--- src/rtl/wb_bus_arbiter.sv ---
// Two-master Wishbone arbiter. Master 0 (instruction cache) and master 1
// (data cache) share one external memory bus. A master keeps the bus for as
// long as it holds cyc, so line bursts are never split. Ties are resolved
// round-robin. A watchdog aborts a transfer the slave never acknowledges.
module wb_bus_arbiter #(
   parameter int RW   = 16,
   parameter int TO_W = 8
) (
   input  logic          i_clk,
   input  logic          i_rst,
   // master 0 (instruction cache)
   input  logic          m0_cyc,
   input  logic          m0_stb,
   input  logic          m0_we,
   input  logic [RW-1:0] m0_adr,
   input  logic [RW-1:0] m0_o_dat,
   input  logic [1:0]    m0_sel,
   output logic          m0_ack,
   output logic          m0_err,
   output logic [RW-1:0] m0_i_dat,
   // master 1 (data cache)
   input  logic          m1_cyc,
   input  logic          m1_stb,
   input  logic          m1_we,
   input  logic [RW-1:0] m1_adr,
   input  logic [RW-1:0] m1_o_dat,
   input  logic [1:0]    m1_sel,
   output logic          m1_ack,
   output logic          m1_err,
   output logic [RW-1:0] m1_i_dat,
   // shared slave bus
   output logic          wb_cyc,
   output logic          wb_stb,
   output logic          wb_we,
   output logic [RW-1:0] wb_adr,
   output logic [RW-1:0] wb_o_dat,
   output logic [1:0]    wb_sel,
   input  logic [RW-1:0] wb_i_dat,
   input  logic          wb_ack
);

   typedef enum logic [1:0] {
      S_IDLE = 2'd0,
      S_BUS0 = 2'd1,
      S_BUS1 = 2'd2
   } state_e;

   state_e            state_q, state_d;
   logic              last_q, last_d;   // most recently granted master
   logic [TO_W-1:0]   wdt_q, wdt_d;     // stb-cycles since last ack or grant

   logic              bus0, bus1;
   logic              own_cyc, own_stb;
   logic              wdt_full;
   logic              expire;

   // Owner's request lines and the watchdog expiry condition.
   always_comb begin
      bus0     = (state_q == S_BUS0);
      bus1     = (state_q == S_BUS1);
      own_cyc  = (bus0 & m0_cyc) | (bus1 & m1_cyc);
      own_stb  = (bus0 & m0_stb) | (bus1 & m1_stb);
      wdt_full = &wdt_q;
      // A same-cycle ack beats expiry.
      expire   = (bus0 | bus1) & wdt_full & ~wb_ack;
   end

   // Next-state: round-robin grant from idle, burst lock while owned.
   always_comb begin
      // NOTE: every variable gets a default first so no path leaves it
      // unassigned; otherwise synthesis infers a latch to hold the old value.
      state_d = state_q;
      last_d  = last_q;
      wdt_d   = wdt_q;
      case (state_q)
         S_IDLE: begin
            // Master 0 wins when alone, or on a tie when master 1 went last.
            if (m0_cyc && (!m1_cyc || last_q)) begin
               state_d = S_BUS0;
               last_d  = 1'b0;
               wdt_d   = '0;
            end else if (m1_cyc) begin
               state_d = S_BUS1;
               last_d  = 1'b1;
               wdt_d   = '0;
            end
         end
         S_BUS0, S_BUS1: begin
            if (!own_cyc || expire) begin
               state_d = S_IDLE;
            end
            if (wb_ack) begin
               wdt_d = '0;
            end else if (own_stb && !wdt_full) begin
               wdt_d = wdt_q + 1'b1;
            end
         end
         default: begin
            state_d = S_IDLE;
         end
      endcase
   end

   // State registers with asynchronous reset.
   always_ff @(posedge i_clk or posedge i_rst) begin
      if (i_rst) begin
         state_q <= S_IDLE;
         last_q  <= 1'b1;
         wdt_q   <= '0;
      end else begin
         // NOTE: non-blocking assignments so all registers update together
         // from the values present before the edge.
         state_q <= state_d;
         last_q  <= last_d;
         wdt_q   <= wdt_d;
      end
   end

   // Bus routing from the current owner; everything is quiet when idle.
   always_comb begin
      wb_cyc   = 1'b0;
      wb_stb   = 1'b0;
      wb_we    = 1'b0;
      wb_adr   = '0;
      wb_o_dat = '0;
      wb_sel   = '0;
      m0_ack   = 1'b0;
      m0_err   = 1'b0;
      m1_ack   = 1'b0;
      m1_err   = 1'b0;
      m0_i_dat = wb_i_dat;
      m1_i_dat = wb_i_dat;
      if (bus0) begin
         wb_cyc   = m0_cyc;
         wb_stb   = m0_stb;
         wb_we    = m0_we;
         wb_adr   = m0_adr;
         wb_o_dat = m0_o_dat;
         wb_sel   = m0_sel;
         m0_ack   = wb_ack;
         m0_err   = expire;
      end else if (bus1) begin
         wb_cyc   = m1_cyc;
         wb_stb   = m1_stb;
         wb_we    = m1_we;
         wb_adr   = m1_adr;
         wb_o_dat = m1_o_dat;
         wb_sel   = m1_sel;
         m1_ack   = wb_ack;
         m1_err   = expire;
      end
   end

endmodule

--- config.mk ---
export PLATFORM = sky130hd
export DESIGN_NAME = wb_bus_arbiter
export DESIGN_NICKNAME = d
export VERILOG_FILES = /design/src/rtl/wb_bus_arbiter.sv
export SDC_FILE = /design/constraint.sdc
export NUM_CORES = 1
export LEC_CHECK = 0
export ABC_AREA = 1
export BUFFER_PORTS_ARGS = -buffer_cell sky130_fd_sc_hd__buf_2
export CAP_MARGIN = 10
export CORE_UTILIZATION = 35
export CTS_CLUSTER_SIZE = 40
export DETAILED_ROUTE_END_ITERATION = 7
export GPL_TIMING_DRIVEN = 0
export PLACE_DENSITY = 0.81
export SLEW_MARGIN = 10
export SYNTH_ARGS = -nofsm -noshare
export SYNTH_HDL_FRONTEND = slang
export SYNTH_SLANG_ARGS = --single-unit
--- constraint.sdc ---
create_clock -name i_clk -period 3.3 [get_ports i_clk]
set_input_delay 0.165 -clock i_clk [delete_from_list [all_inputs] [get_ports i_clk]]
set_output_delay 0.165 -clock i_clk [all_outputs]
set_load 0.03 [all_outputs]
Word level (Yosys, flattened, before mapping) --
Cells that the tools add are included.
Cells by class: $add $sub $neg 1, equal/unequal tests 5, multiplexer cells 29, bitwise operators 10, reductions and logical operators 15
Operators with widths (number):
- two-way mux 16 bit | 4
- two-way mux 8 bit | 4
- case mux 8 bit (2 select lines) | 1
- two-way mux 1 bit | 14
- two-way mux 2 bit | 5
- adder 8 x 1 -> 8 bit (second input constant) | 1
- AND reduction 8 bit | 1
- bitwise AND 1 bit | 6
- inequality test 3 bit (second input constant) | 2
- case mux 2 bit (2 select lines) | 1
- AND reduction 2 bit | 2
- nonzero test 2 bit | 2
- zero test 1 bit | 3
- OR 1 bit | 3
- AND reduction 3 bit | 1
- equality test 2 x 1 -> 1 bit (second input constant) | 1
- equality test 2 bit (second input constant) | 1
- logical AND 1 bit | 2
- zero test 2 bit | 1
- logical OR 1 bit | 2
- inequality test 2 bit (second input constant) | 1
- OR reduction 2 bit | 1
- NOT 1 bit | 1
Storage, ports and cells: flip-flop bits (word level) 11, bits of input ports 93, output and inout bits 73, logic and storage cells 63

Logic depth before layout (Yosys ltp) --
Gate-level depths: netlist (run 1).
word-level depth 7, mapped depth 10, gate-level depth less buffers 10

Least setup slack after synthesis (run 1) --
Ideal clock, no wire load.
path kind reg-to-output, from register state_q[0], to output port wb_cyc, arrival 1.525 ns, data required time 3.135 ns, slack 1.610 ns, cell stages (with the launch flop) 6, buffers on the path 1, cells stage by stage dfrtp_1 inv_1 ha_1 buf_2 nand2_1 o21ai_0
On the way: longest elaborated chain between the ends 3, elaborated cells between the ends (all ways) 4, classes of those cells eq/ne: 2; mux: 2
Ends and longest elaborated chain:
- start, declared | RTL line 48 | state_e state_q, state_d;
- start signal, assigned | RTL line 113 | state_q <= state_d;
- equality test 2 bit | RTL line 60 | bus1 = (state_q == S_BUS1);
- two-way mux 1 bit | RTL line 142 | end else if (bus1) begin
- two-way mux 1 bit (*) | RTL line 133 | if (bus0) begin
- end, declared | RTL line 32 | output logic wb_cyc,
Every way passes the cells marked *; elsewhere a longest branch is shown, timed or not.

Final worst setup path (run 1) --
from register state_q[1], to output port wb_adr[8]
On the way: longest elaborated chain between the ends 3, elaborated cells between the ends (all ways) 4, classes of those cells eq/ne: 2; mux: 2
Ends and longest elaborated chain:
- equality test 2 bit | RTL line 60
- two-way mux 16 bit | RTL line 142
- two-way mux 16 bit (*) | RTL line 133
- end, declared | RTL line 35 | output logic [RW-1:0] wb_adr,
Marks and branches as above.

==> run metrics, run 1 <==
outcome completed; PnR Total Power around 1.7 mW; Yosys warnings 0; CTS tree yes; register area share after synthesis 0.181; fraction of layout cells with a size suffix above 1 0.484; n_diodes 0; min-delay worst type input pin to register; first-pass GRT wire length 7400 um; FF-to-FF setup slack 1.70 ns; LEAKAGE 1.59 nW; hold path cells 4; CP arrival ~1.9 ns; Util after Layout 0.586; Synth Area per Inst 5.78 um^2; Slew Viols, Final 0; GR Util All Layers 0.210; DP HPWL 4430 um; total grt overflow 0; end of the worst hold path state_q[1]; final cell count without fillers 469; pwr dens 690 nW/um^2; gpl congestion 0.856; DRC 0; Clock Skews 0.00289 ns; CTS Sinks 11; simple-gate share of the synthesized area 0.514; R2R cell count 9; Seq cells post-synth 11; Initial Utilization 0.375; HP Start m0_cyc; crit-path max FO 10; worst reg2reg startpoint state_q[0]; area of the die around 4600 um^2; setup violators final 0; Post-Synth Adder-Cell Area 0.0327; design area 2390 um^2; CTS Buf Count 3; Max-Cap Viols 0; PostCTS Resize Cnt 0; drt pass-1 iters 4; Post-Route WL 5210 um; maximum vdd drop between 0.3 and 0.4 mV; Reg clk slew, reported paths approximately 0.05 ns; Post-DRT Antenna Nets 0; Placement Cell Area 2340 um^2; Slew headroom 0.703; Clock Latency Late Sink 0.24 ns; Synthesized Nets 362; post-route minimum period 2.07 ns; xor/xnor cell area share of the yosys netlist 0; Critical Path Sink Type output pin; CTS Root Cell clkbuf_8; IO Count about 170; Die Span Y 68.2 um; CP Class register to output pin; startpoint types register; Syn Inst Count 265; Slew @ Worst Pin ~0.45 ns; placed cell count 464; CTS H-tree depth 1; largest net degree at the start of global routing 12; largest family of logic cells by synthesized area simple AND/OR/NAND/NOR gates; vias in the first global route approximately 1700; Final Hold Fails 0; clk buf depth 2; cell area after synthesis about 1500 um^2; Final period util 0.629; FP Rows 23; multiplexer area fraction after synthesis 0; initial antenna violation count 0; Area Overhead vs Synth 56.4%; Die X 68.2 um; Worst Path Required 3.13 ns; setup TNS 0 ns; FF-to-FF End state_q[1]; via count 2097; post-DR wirelength/cell 11.1 um; FMAX 482 MHz; Yosys cell types 23; nets@finish 517; Vias per Instance 4.47; RSZ-0062 raised after global routing false; Iter 0 DRT Violations 90; Synth Area in Compound Gates 0.0384; core area 4090 um^2; PortBufs between 100 and 150
-- registers in the layout, indices dropped and copies added (netlist names) --
name     flops
state_q      2
last_q       1
wdt_q        8
-- layer usage --
layer | GRT usage | part of all wire | routed length, um | vias to the layer above
met2 | 0.402 | 0.50 | 2620 | 82
li1 | - | - | - | 1107
met4 | 0.0729 | 0.012 | 64 | 0
met5 | 0 | 0 | 0 | -
met3 | 0.0283 | 0.074 | 385 | 7
met1 | 0.232 | 0.41 | 2140 | 901
-- worst max-delay path, cell delays in order, from the launching register on --
cell and delay [ns]:
dfrtp_1 0.38, inv_1 0.07, ha_1 0.24, inv_2 0.19, clkbuf_1 0.38, nand3_1 0.13
nand2_1 0.09, buf_2 0.19
-- layout make-up --
cell class,instances,area [um^2]
Fill cell,404,1690
Multi-Input combinational cell,192,896
Timing Repair Buffer,150,756
Buffer,43,288
Sequential cell,11,277
Inverter,19,71.3
Tap cell,50,62.6
Clock buffer,4,45.0
-- through the flow --
| stage | setup WS (ns) | hold WS, ns |
|---|---|---|
| 2_1_floorplan | 1.61 | 0.0167 |
| 3_3_place_gp | 1.49 | 0.188 |
| 3_5_place_dp | 1.47 | 0.195 |
| 4_1_cts | 1.19 | 0.260 |
| 5_1_grt | 1.05 | 0.290 |
| 6_report | 1.23 | 0.268 |
-- layout by cell type, fill, tap and decap left out, drive strengths merged, types with 2 or more instances in the layout --
cell type,Yosys,layout
nor2,12,12
buf,39,188
o21ai,9,9
ha,4,4
inv,19,19
nand3,45,45
clkbuf,4,8
dfrtp,10,10
a21oi,2,2
nand2,115,115
or2,2,2
nor3,2,2
-- repair_timing --
| action | in CTS | in global routing |
|---|---|---|
| buffers inserted | 0 | 0 |
| hold buffers | 1 | 0 |
| endpoints found under the hold margin | 10 | 0 |
-- power by group --
| group | internal [mW] | total (mW) | switching, mW |
|---|---|---|---|
| combinational | 0.391 | 1.33 | 0.943 |
| clock | 0.0850 | 0.138 | 0.0528 |
| sequential | 0.164 | 0.181 | 0.0176 |
| total | 0.640 | 1.65 | 1.01 |
-- cell usage after synthesis --
master,number,area [um^2]
nand3b_1,1,7.51
dfrtp_1,10,250
ha_1,4,50.1
nand2_1,111,417
nand2_2,2,12.5
inv_2,2,7.51
nand2_4,2,22.5
or2_2,2,12.5
nor3_1,2,10.0
buf_1,2,7.51
buf_2,5,25.0
clkbuf_1,4,15.0
nor2_1,9,33.8
buf_4,32,240
nor2_4,3,33.8
inv_1,17,63.8
o21ai_0,3,15.0
o21ai_2,1,8.76
nand3_4,1,17.5
dfstp_2,1,26.3
nand3_1,44,220
o21ai_1,5,25.0
a21oi_1,2,10.0
-- worst max path at each step --
| stage | start | endpoint | slack, ns | cells after the start |
|---|---|---|---|---|
| 6_report | state_q[1] | wb_adr[8] | 1.23 | 7 |
| 5_1_grt | state_q[1] | wb_adr[12] | 1.05 | 7 |
| 4_1_cts | state_q[1] | wb_adr[6] | 1.19 | 7 |
| 3_3_place_gp | state_q[0] | wb_adr[4] | 1.49 | 7 |
| 2_1_floorplan | state_q[0] | wb_cyc | 1.61 | 5 |
| 3_5_place_dp | state_q[1] | wb_adr[13] | 1.47 | 7 |
-- kinds of logic after synthesis --
| kind of cell | after synthesis |
|---|---|
| AO/OA/AOI/OAI | 11 |
| adder cells (fa/ha/maj) | 4 |
| flip-flops | 11 |
| buffers and inverters | 62 |
| AND/OR/NAND/NOR | 177 |
No activity file was read; power rests on OpenSTA's default activity.
==> inputs of run 2 (changes only) <==
CORE_UTILIZATION = 32   (was 35)
PLACE_DENSITY = 0.78   (was 0.81)
clock period = 1.8 ns   (was 3.3 ns; I/O delays follow)
==> run 2 against run 1 <==
Compared with the run above: the run now ends with DRC left; highest routed layer unchanged; sequential power rose by 82%; hold slack worse by 0.090 ns; first-iteration DRC count is 41% higher; sequential cell count unchanged; final cell count increased by 2.6%; die area grew 9.1%; critical path depth did not move; largest power group unchanged; global-route usage is 0.098 points lower.
==> run metrics, run 2 (same netlist as run 1, synthesis figures left out) <==
CTS Root Cell clkbuf_8 (unchanged); gpl congestion 0.889 (was 0.856); CTS Sinks 11 (unchanged); nets@finish 527 (was 517); worst reg2reg startpoint state_q[1] (was state_q[0]); largest net degree at the start of global routing 12 (unchanged); Initial Utilization 0.342 (was 0.375); commonest non-fill, non-tap cell in the layout buf_2 (unchanged); min-delay worst type input pin to register (unchanged); Final period util 0.986; fillers 445 (was 404); Die Span Y 71.2 um (was 68.2 um); setup violators final 0 (unchanged); R2R cell count 10 (was 9); Max-Cap Viols 0 (unchanged); IO Count 166 (unchanged); initial antenna violation count 0 (unchanged); pwr dens 1300 nW/um^2 (was 690 nW/um^2); Slew @ Worst Pin 0.446 ns (about the same); power share of the combinational group 0.822 (was 0.807); Reg clk slew, reported paths 0.05 ns (about the same); Slew Viols, Final 0 (unchanged); Area Overhead vs Synth 67.2% (was 56.4%); clk buf depth 2 (unchanged); placed cell count 466 (was 464); core area 4470 um^2 (was 4090 um^2); Final Hold Fails 0 (unchanged); Clock power frac 0.079 (was 0.083); Biggest register wdt_q (unchanged); first-pass GRT wire length 8560 um (was 7400 um); crit-path max FO 8 (was 10); CP Class register to output pin (unchanged); CTS tree yes (unchanged); Vias per Instance 4.59 (was 4.47); Clock Skews 0.00118 ns (was 0.00289 ns); via count 2208 (was 2097); most frequent cells in the layout buf_2 (141), nand2_1 (110), buf_4 (48) (was buf_2 (154), nand2_1 (111), nand3_1 (44)); post-DR wirelength/cell 11.9 um (was 11.1 um); HP Start m1_cyc (was m0_cyc); Largest register FFs 8 (unchanged); fraction of layout cells with a size suffix above 1 0.515 (was 0.484); LEAKAGE 1.66 nW (was 1.59 nW); GR Util All Layers 0.209 (was 0.210); outcome complete, but fails checks (was completed); Die X 71.2 um (was 68.2 um); Iter 0 DRT Violations 127 (was 90); Post-Route WL 5700 um (was 5210 um); Post-DRT Antenna Nets 0 (unchanged); Power Internal 1.37 mW (was 0.640 mW); Flop pwr share 0.099 (was 0.110); DP HPWL 4560 um (was 4430 um); Worst Path Required 1.71 ns (was 3.13 ns); CP arrival 1.69 ns (was 1.91 ns); Regs by FF count wdt_q x8, state_q x2, last_q x1 (unchanged); setup TNS 0 ns (unchanged); vias in the first global route 1972 (was 1736); failing checks DRC; FP Rows 24 (was 23); maximum vdd drop 0.668 mV (was 0.343 mV); hold path cells 3 (was 4); PortBufs 149 (unchanged); post-route minimum period 1.78 ns; Switch Pwr 1.94 mW (was 1.01 mW); n_diodes 0 (unchanged); drt pass-1 iters 6 (was 4); DRC 13 (was 0); CP startpoint state_q[1] (unchanged); Critical Path Sink Type output pin (unchanged); CTS H-tree depth 1 (unchanged); design area 2560 um^2 (was 2390 um^2); startpoint types register (unchanged); Slew headroom 0.703 (about the same); area of the die 5070 um^2 (was 4640 um^2); total grt overflow 0 (unchanged); Net Sw Frac 0.586 (was 0.613); CTS Buf Count 3 (unchanged); FMAX 563 MHz; final cell count without fillers 481 (was 469); Clock Latency Late Sink 0.24 ns (about the same); Placement Cell Area 2340 um^2 (about the same)
[run 2: cell types whose count changed in the layout (fill, tap and decap cells not counted), moves of 4 or more]
cell / delta
buf_4: +16
buf_2: -13
clkbuf_4: +8
buf_6: +4
clkbuf_1: -4
[run 2: critical path, cell delays in order, from the launching register on]
cell	delay [ns]
dfrtp_1	0.37
inv_1	0.10
ha_1	0.35
nand2_2	0.11
inv_4	0.10
nand3_4	0.12
nor2_1	0.12
buf_4	0.17
[run 2: routing by layer]
| metal | global-route usage | wire length, um |
|---|---|---|
| met1 | 0.230 | 2200 |
| met2 | 0.393 | 2910 |
| met3 | 0.0456 | 506 |
| met4 | 0.0733 | 81 |
| met5 | 0 | 0 |
[run 2: final cells by class]
type | instances | area [um^2] | share of cell area
timing repair buffer | 160 | 851 | 0.332
inverter | 19 | 76.3 | 0.0298
tap | 52 | 65.1 | 0.0254
clock buffer | 4 | 45.0 | 0.0176
multi-input combinational | 192 | 911 | 0.356
sequential | 11 | 277 | 0.108
buffer | 43 | 335 | 0.131
[run 2: through the flow]
stage | hold slack [ns] | setup WS (ns) | util | power, mW
2_1_floorplan | -0.0583 | 0.185 | - | 2.11
6_report | 0.178 | 0.0248 | 0.572 | 3.32
5_1_grt | 0.227 | -0.0413 | 0.572 | 3.55
3_5_place_dp | 0.117 | 0.0555 | 0.523 | 2.79
4_1_cts | 0.191 | 0.000524 | 0.543 | 3.11
3_3_place_gp | 0.112 | 0.0586 | 0.523 | 2.77
[run 2: worst paths after layout]
check	endpoint	slack, ns
worst max-delay path	m0_err	0.02
worst min-delay path	last_q	0.18
max in group asynchronous	last_q	1.08
min in group asynchronous	wdt_q[5]	0.39
worst max register to register	state_q[0]	0.11
worst min register to register	last_q	0.48
[run 2: power by group through the flow]
stage | sequential (mW) | clock (mW) | combinational [mW]
6_report | 0.329 | 0.261 | 2.73
5_1_grt | 0.334 | 0.274 | 2.94
4_1_cts | 0.331 | 0.259 | 2.52
3_5_place_dp | 0.334 | 0 | 2.45
3_3_place_gp | 0.332 | 0 | 2.43
2_1_floorplan | 0.326 | 0 | 1.79
[run 2: timing repair]
| action | in CTS | in global routing |
|---|---|---|
| pin swaps | 1 | 0 |
| resized for setup | 16 | 22 |
| hold endpoints to repair | 10 | 0 |
| setup buffers | 0 | 10 |
| hold buffers | 1 | 0 |
| endpoints found under the setup margin | 37 | 37 |
==> inputs of run 3 (changes only) <==
BUFFER_PORTS_ARGS = -buffer_cell sky130_fd_sc_hd__clkbuf_2   (was -buffer_cell sky130_fd_sc_hd__buf_2)
==> run 3 against run 2 <==
Compared with the run above: sequential cell count did not move; die area did not move; hold slack got worse by 0.0037 ns; fmax rose by 1.5%; utilization fell by 1.3 points; sequential power barely moved; sequential share of layout area rose by 0.26 points; via count fell by 2.9%; combinational power fell by 3%; critical path depth did not move; the run still ends with DRC left; total power fell by 2.7%; final area fell by 2.3%.
==> run metrics, run 3 (same netlist as run 1, synthesis figures left out) <==
Largest register FFs 8 (unchanged); Worst Path Required 1.71 ns (about the same); IO Count 166 (unchanged); fraction of layout cells with a size suffix above 1 0.505 (was 0.515); commonest non-fill, non-tap cell in the layout clkbuf_2 (was buf_2); total grt overflow 0 (unchanged); startpoint types register (unchanged); Switch Pwr 1.92 mW (was 1.94 mW); Power Internal 1.31 mW (was 1.37 mW); final cell count without fillers 474 (was 481); Clock Latency Late Sink 0.24 ns (about the same); Post-DRT Antenna Nets 0 (unchanged); placed cell count 466 (unchanged); GR Util All Layers 0.207 (was 0.209); Regs by FF count wdt_q x8, state_q x2, last_q x1 (unchanged); Slowest Stage Delay on Critical Path 0.40 ns (was 0.37 ns); CTS Sinks 11 (unchanged); largest net degree at the start of global routing 12 (unchanged); post-DR wirelength/cell 11.4 um (was 11.9 um); DRC 13 (unchanged); CP arrival 1.66 ns (was 1.69 ns); Clock Skews 0.000761 ns (was 0.00118 ns); Reg clk slew, reported paths 0.05 ns (about the same); Slew headroom 0.710 (was 0.703); setup TNS 0 ns (unchanged); power share of the combinational group 0.818 (was 0.822); crit-path max FO 10 (was 8); maximum vdd drop 0.567 mV (was 0.668 mV); cell mode on critical path buf_4; LEAKAGE 1.63 nW (was 1.66 nW); post-route minimum period 1.75 ns (was 1.78 ns); PortBufs 149 (unchanged); PnR Total Power 3.23 mW (was 3.32 mW); Final period util 0.972 (was 0.986); first-pass GRT wire length 8420 um (was 8560 um); n_diodes 0 (unchanged); Biggest register wdt_q (unchanged); core area 4470 um^2 (unchanged); Die Span Y 71.2 um (unchanged); Flop pwr share 0.103 (was 0.099); Slew Viols, Final 0 (unchanged); Iter 0 DRT Violations 87 (was 127); Hold WS 0.174 ns (was 0.178 ns); Post-Route WL 5400 um (was 5700 um); CTS tree yes (unchanged); CP Class register to output pin (unchanged); CTS Buf Count 3 (unchanged); Final Hold Fails 0 (unchanged); clk buf depth 2 (unchanged); most frequent cells in the layout clkbuf_2 (134), nand2_1 (111), nand3_1 (44) (was buf_2 (141), nand2_1 (110), buf_4 (48)); design area 2500 um^2 (was 2560 um^2); vias in the first global route 1957 (was 1972); Initial Utilization 0.342 (unchanged); DP HPWL 4550 um (was 4560 um); gpl congestion 0.852 (was 0.889); setup violators final 0 (unchanged); Max-Cap Viols 0 (unchanged); area of the die 5070 um^2 (unchanged); Slew @ Worst Pin 0.435 ns (was 0.446 ns); Critical Path Sink Type output pin (unchanged); min-delay worst type input pin to register (unchanged); Vias per Instance 4.52 (was 4.59); outcome complete, but fails checks (unchanged); Worst path slowest cell dfrtp_1 (unchanged); CTS Root Cell clkbuf_8 (unchanged); initial antenna violation count 0 (unchanged); CTS H-tree depth 1 (unchanged); Clock power frac 0.079 (about the same); FP Rows 24 (unchanged); FMAX 572 MHz (was 563 MHz); Net Sw Frac 0.594 (was 0.586); cells along the critical path buf_4 > ha_4 > inv_4 > buf_4 > nand3_1 > nand2_1 > clkbuf_4 (was inv_1 > ha_1 > nand2_2 > inv_4 > nand3_4 > nor2_1 > buf_4); nets@finish 520 (was 527); Die X 71.2 um (unchanged); Placement Cell Area 2340 um^2 (unchanged); pwr dens 1290 nW/um^2 (was 1300 nW/um^2); Area Overhead vs Synth 63.2% (was 67.2%); failing checks DRC (unchanged); drt pass-1 iters 8 (was 6); via count 2143 (was 2208)
==> run 3: cell types whose count changed in the layout (fill, tap and decap cells not counted), sizes merged <==
cell,before,now
clkbuf,13,144
buf,193,55
==> run 3: power by group through the flow <==
stage | Clock, mW | Combinational (mW) | Sequential (mW)
CTS | 0.264 | 2.55 | 0.332
global route | 0.274 | 2.85 | 0.336
detailed placement | 0 | 2.46 | 0.334
finish | 0.255 | 2.64 | 0.331
global placement | 0 | 2.44 | 0.333
floorplan | 0 | 1.79 | 0.326
==> run 3: worst paths after layout <==
| path | from | endpoint | slack, ns | depth (start not counted) |
|---|---|---|---|---|
| min | m1_cyc | last_q | 0.17 | 3 |
| max | state_q[0] | wb_o_dat[6] | 0.05 | 7 |
| min reg2reg | last_q | last_q | 0.48 | 2 |
| max reg2reg | state_q[1] | state_q[1] | 0.18 | 10 |
| min in group asynchronous | i_rst | wdt_q[7] | 0.37 | 3 |
| max in group asynchronous | i_rst | last_q | 1.10 | 3 |
==> run 3: stage by stage <==
stage	setup WS (ns)	utilization
after global routing	-0.0134	0.559
after CTS	0.0222	0.547
after detailed placement	0.0241	0.523
final	0.0507	0.559
after floorplan	0.185	-
after global placement	0.0543	0.523
==> run 3: what timing repair did <==
action | 4_1_cts | 5_1_grt
hold endpoints to repair | 10 | 0
setup buffers | 1 | 2
endpoints found under the setup margin | 37 | 31
pin swaps | 1 | 0
hold buffers | 1 | 0
gates resized for setup | 20 | 28
==> run 3: routing by layer <==
metal / part of all wire / routed length, um / GRT usage / vias up
met1: 0.41 / 2210 / 0.235 / 926
met5: 0 / 0 / 0 / -
met4: 0.010 / 55 / 0.0600 / 0
met2: 0.51 / 2740 / 0.394 / 96
li1: - / - / - / 1115
met3: 0.074 / 401 / 0.0356 / 6
==> run 3: final cells by class <==
| class | count | area [um^2] |
|---|---|---|
| buffer | 43 | 335 |
| clock buffer | 4 | 45.0 |
| fill | 463 | 1970 |
| inverter | 19 | 76.3 |
| multi-input combinational | 192 | 908 |
| sequential | 11 | 277 |
| tap | 52 | 65.1 |
| timing repair buffer | 153 | 793 |
==> run 3: worst max-delay path: cells and delay by family, from the launching register on <==
family	cells	cell delay [ns]
buffers and inverters	4	0.63
adders and majority gates	1	0.17
and+or+nand+nor	2	0.22
DFF	1	0.40
